<file path="src/rtl/mem_access_unit.sv">
// mem_access_unit: byte-addressable scratch memory with sized loads/stores,
// a one-cycle registered load path, and a word-per-cycle full-memory clear.
//
// Optional feature: define MEM_MISALIGN_TRAP_EN to add the o_misalign output.
// With it, misaligned half/word accesses are trapped and suppressed. Without
// it, the low address bits below the access size are simply ignored.
module mem_access_unit #(
  parameter int DATA_W = 32,
  parameter int DEPTH  = 32,
  parameter int ADDR_W = 32
) (
  input  logic                     Clock,
  input  logic                     Reset,
  input  logic                     i_valid,
  input  logic                     MemWrite,
  input  logic                     MemRead,
  input  logic [1:0]               ByteSig,
  input  logic                     i_unsigned,
  input  logic [ADDR_W-1:0]        ALUResult,
  input  logic [DATA_W-1:0]        RegRTData,
  input  logic                     i_flush,
  output logic                     o_busy,
  output logic                     o_rd_valid,
  output logic [DATA_W-1:0]        MemReadData,
  output logic [DATA_W*DEPTH-1:0]  o_bus_debug
`ifdef MEM_MISALIGN_TRAP_EN
  ,
  output logic                     o_misalign
`endif
);

  localparam int IDX_W = $clog2(DEPTH);
  localparam int LANES = DATA_W / 8;

  typedef enum logic [1:0] {
    IDLE  = 2'd0,
    READ  = 2'd1,
    FLUSH = 2'd2
  } state_t;

  state_t state, state_n;

  logic [DATA_W-1:0] mem [DEPTH];
  logic [IDX_W-1:0]  flush_cnt;

  // Request decode
  logic              accept;
  logic              is_store;
  logic              is_load;
  logic              store_en;
  logic              load_en;
  logic [IDX_W-1:0]  req_idx;
  logic [1:0]        req_lane;

  // Store lane enables and lane-replicated store data
  logic [LANES-1:0]  wr_be;
  logic [DATA_W-1:0] wr_data;

  // Load request captured at acceptance and completed in the READ cycle
  logic [IDX_W-1:0]  rd_idx;
  logic [1:0]        rd_lane;
  logic [1:0]        rd_size;
  logic              rd_uns;
  logic [DATA_W-1:0] rd_word;
  logic [7:0]        rd_byte;
  logic [15:0]       rd_half;
  logic [DATA_W-1:0] load_ext;

  // Address bits above the word index only wrap the address space.
  logic              unused_addr_hi;
  assign unused_addr_hi = ^ALUResult[ADDR_W-1:IDX_W+2];

  assign o_busy   = (state == FLUSH);
  // A flush request wins over any access presented in the same cycle.
  assign accept   = i_valid & ~o_busy & ~i_flush;
  assign is_store = accept & MemWrite;
  assign is_load  = accept & MemRead & ~MemWrite;
  assign req_idx  = ALUResult[IDX_W+1:2];
  assign req_lane = ALUResult[1:0];

`ifdef MEM_MISALIGN_TRAP_EN
  logic misaligned;
  assign misaligned = (ByteSig == 2'b01) ? ALUResult[0]
                                         : (ByteSig[1] & (ALUResult[1:0] != 2'b00));
  assign store_en   = is_store & ~misaligned;
  assign load_en    = is_load & ~misaligned;
`else
  assign store_en   = is_store;
  assign load_en    = is_load;
`endif

  // Store lane selection: byte picks one lane, half picks a lane pair within
  // the low 32 bits, word writes every lane.
  always_comb begin
    // NOTE: every combinational output gets a default first so no path can
    // leave it unassigned, which is what would otherwise infer a latch.
    wr_be   = '0;
    wr_data = '0;
    for (int l = 0; l < LANES; l++) begin
      case (ByteSig)
        2'b00: begin
          wr_be[l]          = (l == int'(req_lane));
          wr_data[8*l +: 8] = RegRTData[7:0];
        end
        2'b01: begin
          wr_be[l]          = (l < 4) && ((l / 2) == int'(req_lane[1]));
          wr_data[8*l +: 8] = RegRTData[8*(l%2) +: 8];
        end
        default: begin
          wr_be[l]          = 1'b1;
          wr_data[8*l +: 8] = RegRTData[8*l +: 8];
        end
      endcase
    end
  end

  // Memory array: cleared by reset, cleared one word per FLUSH cycle,
  // otherwise updated lane-wise by accepted stores.
  always_ff @(posedge Clock or posedge Reset) begin
    // NOTE: the memory itself is reset here because reset must zero every
    // word; a plain RAM macro would not allow this, registers do.
    if (Reset) begin
      for (int w = 0; w < DEPTH; w++) begin
        mem[w] <= '0;
      end
    end else if (state == FLUSH) begin
      mem[flush_cnt] <= '0;
    end else if (store_en) begin
      for (int l = 0; l < LANES; l++) begin
        if (wr_be[l]) begin
          mem[req_idx][8*l +: 8] <= wr_data[8*l +: 8];
        end
      end
    end
  end

  // State register and flush word counter.
  always_ff @(posedge Clock or posedge Reset) begin
    // NOTE: sequential state uses non-blocking assignment so every register
    // samples pre-edge values regardless of block ordering.
    if (Reset) begin
      state     <= IDLE;
      flush_cnt <= '0;
    end else begin
      state     <= state_n;
      if (state == FLUSH) begin
        flush_cnt <= flush_cnt + 1'b1;
      end else begin
        flush_cnt <= '0;
      end
    end
  end

  // Next-state logic: a load always lands in READ (back-to-back allowed),
  // flush is entered from IDLE/READ and ignored while already flushing.
  always_comb begin
    state_n = state;
    case (state)
      IDLE, READ: begin
        if (i_flush) begin
          state_n = FLUSH;
        end else if (load_en) begin
          state_n = READ;
        end else begin
          state_n = IDLE;
        end
      end
      FLUSH: begin
        if (flush_cnt == IDX_W'(DEPTH - 1)) begin
          state_n = IDLE;
        end
      end
      default: state_n = IDLE;
    endcase
  end

  // Capture load size, lane and extension mode at acceptance.
  always_ff @(posedge Clock or posedge Reset) begin
    if (Reset) begin
      rd_idx  <= '0;
      rd_lane <= '0;
      rd_size <= '0;
      rd_uns  <= 1'b0;
    end else if (load_en) begin
      rd_idx  <= req_idx;
      rd_lane <= req_lane;
      rd_size <= ByteSig;
      rd_uns  <= i_unsigned;
    end
  end

  // Select the addressed field of the pending word and extend it to DATA_W.
  always_comb begin
    rd_word  = mem[rd_idx];
    rd_byte  = rd_word[{rd_lane, 3'b000} +: 8];
    rd_half  = rd_word[{rd_lane[1], 4'b0000} +: 16];
    load_ext = rd_word;
    case (rd_size)
      2'b00:   load_ext = {{(DATA_W-8){~rd_uns & rd_byte[7]}}, rd_byte};
      2'b01:   load_ext = {{(DATA_W-16){~rd_uns & rd_half[15]}}, rd_half};
      default: load_ext = rd_word;
    endcase
  end

  // Load result register: fresh for one cycle after READ, held otherwise.
  always_ff @(posedge Clock or posedge Reset) begin
    if (Reset) begin
      o_rd_valid  <= 1'b0;
      MemReadData <= '0;
    end else begin
      o_rd_valid <= (state == READ);
      if (state == READ) begin
        MemReadData <= load_ext;
      end
    end
  end

`ifdef MEM_MISALIGN_TRAP_EN
  // One-cycle trap pulse after a misaligned accepted access.
  always_ff @(posedge Clock or posedge Reset) begin
    if (Reset) begin
      o_misalign <= 1'b0;
    end else begin
      o_misalign <= accept & (MemWrite | MemRead) & misaligned;
    end
  end
`endif

  // Debug view of the whole array, word 0 in the least significant bits.
  always_comb begin
    o_bus_debug = '0;
    for (int w = 0; w < DEPTH; w++) begin
      o_bus_debug[DATA_W*w +: DATA_W] = mem[w];
    end
  end

endmodule
</file>
<file path="config.mk">
export PLATFORM = sky130hd
export DESIGN_NAME = mem_access_unit
export DESIGN_NICKNAME = d
export VERILOG_FILES = /design/src/rtl/mem_access_unit.sv
export SDC_FILE = /design/constraint.sdc
export NUM_CORES = 2
export LEC_CHECK = 0
export ABC_AREA = 1
export CAP_MARGIN = 20
export CORE_AREA = 2 2 434 436
export CTS_CLUSTER_DIAMETER = 150
export CTS_CLUSTER_SIZE = 40
export DETAILED_ROUTE_END_ITERATION = 8
export DIE_AREA = 0 0 436 438
export GPL_ROUTABILITY_DRIVEN = 0
export HOLD_SLACK_MARGIN = 0.03
export PLACE_DENSITY = 0.56
export SLEW_MARGIN = 15
export SYNTH_ARGS = -nofsm -noshare
export SYNTH_HDL_FRONTEND = slang
export SYNTH_SLANG_ARGS = --single-unit
</file>
<file path="constraint.sdc">
create_clock -name Clock -period 52.1 [get_ports Clock]
set_clock_uncertainty 0.05 [all_clocks]
set_input_delay 10.42 -clock Clock [delete_from_list [all_inputs] [get_ports Clock]]
set_output_delay 10.42 -clock Clock [all_outputs]
set_load 0.02 [all_outputs]
</file>
==> results.sh <==
export IMPL_multiInputGateArea_sq_um=22000
export IMPL_setup_tns_ns=0
export IMPL_ys_warnings_count=0
export IMPL_crit_slowest_cell="buf_4"
export IMPL_antenna_found_initial=20
export IMPL_final_nets=7476
export IMPL_mostFrequentLayoutCells="1105 x clkdlybuf4s50_1, 1073 x inv_1, 1069 x dfrtp_1, 944 x nand2_1, 576 x o32ai_1"
export IMPL_drt_iter0_drc=8597
export IMPL_ys_ff_latch=1074
export IMPL_avgSynthCellArea_sq_um=8.40
export IMPL_status="complete, no violations"
export IMPL_path_class="in2async"
export IMPL_rsz0062_at_grt="false"
export IMPL_numCtsBuffers=37
export IMPL_postCtsSetupRepairBufs=0
export IMPL_use_met2_pct=51.7
export IMPL_worst_endpoint_arrival_ns=16.06
export IMPL_holdBufCountCts=0
export IMPL_track_usage_pct=33.5
export IMPL_synth_cell_type_count=32
export IMPL_dp_hpwl_mm=254
export IMPL_insertion_delay_ns=0.72
export IMPL_num_io_pins=1131
export IMPL_finalCritPeriodShare_pct=29.5
export IMPL_vias=58088
export IMPL_fmax_mhz=65.1
export IMPL_grt_pass1_wl_mm=455
export IMPL_syn_nets=6644
export IMPL_die_y_um=438
export IMPL_grt_pass1_vias=54206
export IMPL_numPortBuffers=1105
export IMPL_drc_errors=0
export IMPL_slowest_delay_ns=0.90
export IMPL_maxSlewHeadroom_pct=21.0
export IMPL_end_kind="asynchronous set/reset pin"
export IMPL_row_count=159
export IMPL_clk_pin_slew_ns=0.14
export IMPL_first_pass_iters=6
export IMPL_cts_repair_resized=0
export IMPL_fill_cells=19291
export IMPL_cts_htree_levels=2
export IMPL_cts_buffer_depth=3
export IMPL_clock_sinks=1074
export IMPL_synth_seq_area_share_pct=48.7
export IMPL_hp_class="reg2reg"
export IMPL_required_ns=52.80
export IMPL_crit_path_max_fanout=157
export IMPL_ant_nets=0
export IMPL_p_leak_nw=26.8
export IMPL_start_util_pct=29.6
export IMPL_p_per_area_nw_per_um2=26.6
export IMPL_drv_slew=0
export IMPL_worst_pin_slew_ns=1.18
export IMPL_synthToLayoutAreaGrowth_pct=26.3
export IMPL_cap_violations=0
export IMPL_core_area_sq_um=187000
export IMPL_syn_area_sq_um=55200
export IMPL_die_area_sq_um=191000
export IMPL_vias_per_cell=5.86
export IMPL_crit_top_cell="buf_4"
export IMPL_cts_root_buffer_cell="clkbuf_16"
export IMPL_die_w_um=436
export IMPL_hold_violations=0
export IMPL_grt_max_degree=234
export IMPL_wire_per_inst_um=33.7
export IMPL_syn_inst=6566
export IMPL_critPathTopFamily="buffers and inverters"
export IMPL_overflow=0
export IMPL_peakVddDrop_mv=0.0221
export IMPL_fin_crit_ns=15.36
export IMPL_start_kind="input pin"
export IMPL_cp_buffers_inverters=8
export IMPL_cts_tree="yes"
export IMPL_post_route_cells_drive_above_1_share_pct=5.56
export IMPL_finish_utilization_pct=37.3
export IMPL_ff_latch_area_sq_um=26900
export IMPL_setup_viol=0
export IMPL_grt_use_met1_pct=41.9
export IMPL_use_met3_pct=7.04
export IMPL_drt_wl_total_mm=334
export IMPL_final_common_cell="clkdlybuf4s50_1"
export IMPL_top_usage_layer="met2"
export IMPL_cp_cell_sequence="clkdlybuf4s50_1 -> inv_8 -> buf_4 -> buf_4 -> buf_12 -> buf_4 -> buf_4 -> buf_4"
==> synthesized netlist by cell type, drive strengths merged <==
library cell  number  share of area (%)
a221oi            14               0.22
nor3             150                2.9
clkinv            20               0.14
a21oi            441                4.0
inv             1119                7.6
buf              218                2.4
ha                 5               0.11
o21ai            626                5.7
dfrtp           1074                 49
nand3            517                4.7
or2               16               0.18
nand2            948                6.5
clkbuf           217                1.5
o211ai             7              0.095
a31oi              4              0.045
nand4              2              0.050
o221ai             1              0.027
o22ai            400                4.5
nor2             211                1.5
o32ai            576                9.1
==> area by class of cell <==
type                       count  area share, %
clock inverter                12          0.323
inverter                    1139           6.18
tap                         2495           4.48
antenna                       13         0.0467
sequential                  1074           38.6
multi-input combinational   3918           31.6
timing repair buffer        1228           17.3
clock buffer                  41           1.43
==> worst register-to-register path: stages, from the launching register on <==
cell	delay [ns]
dfrtp_4	0.62
inv_8	0.62
buf_4	0.83
buf_4	0.92
buf_4	0.77
nand2_1	0.12
nand3_1	0.10
nand3_1	0.13
nand2_1	0.11
nand2_1	0.06
nand3_1	0.31
nand3_1	0.16
nand3_1	0.16
nand4_4	0.33
nand3_1	0.34
nand2_1	0.10
inv_1	0.06
==> routing by layer <==
metal	vias to the layer above	share of wire (%)	wire length [um]
met5	-	0.024	79
met2	4030	44	148000
met3	787	9.5	31700
met4	12	8.6	28800
li1	24402	-	-
met1	28857	38	126000
==> stage by stage <==
step | power [W] | cell area [sq um] | cells | hold slack, ns | worst slack, ns
CTS | 0.00185 | 69600 | 9904 | 0.391 | 36.03
global route | 0.00190 | 69600 | 9913 | 0.412 | 35.98
floorplan | 0.00117 | 55200 | 6566 | 0.374 | 11.40
detailed placement | 0.00140 | 68300 | 9851 | 0.379 | 35.25
global placement | 0.00140 | 68300 | 9848 | 0.382 | 35.36
finish | 0.00186 | 69700 | 9920 | 0.396 | 36.74
==> logic make-up after synthesis <==
family / count (synthesis) / synth area share [%]
compound gates: 2069 / 23.8
simple gates: 1844 / 15.8
buf+inv: 1574 / 11.6
flops: 1074 / 48.7
fa+ha+maj: 5 / 0.113
==> report_power, final <==
group	switching [W]	leakage, nW	internal (W)
Clock	0.000308	0.578	0.000147
Combinational	0.000443	11.2	0.000111
Sequential	0.00000961	15.0	0.000838
==> registers in the layout, summed over array words and instances, names as in the netlist <==
name,flops
rd_idx,5
rd_size,2
rd_uns,1
o_rd_valid,1
state,2
o_bus_debug,1024
rd_lane,2
flush_cnt,5
MemReadData,32
==> worst paths after layout <==
| kind | start | end | cells past startpoint | slack (ns) |
|---|---|---|---|---|
| hold / removal | state[1] | state[0] | 1 | 0.40 |
| max in group Clock | ALUResult[6] | o_bus_debug[792] | 9 | 38.17 |
| hold reg to reg | state[1] | state[0] | 1 | 0.40 |
| min in group asynchronous | Reset | o_bus_debug[860] | 2 | 10.10 |
| setup reg to reg | rd_idx[0] | MemReadData[21] | 16 | 46.28 |
| setup / recovery | Reset | o_bus_debug[129] | 8 | 36.74 |
No activity file was read; power rests on OpenSTA's default activity.
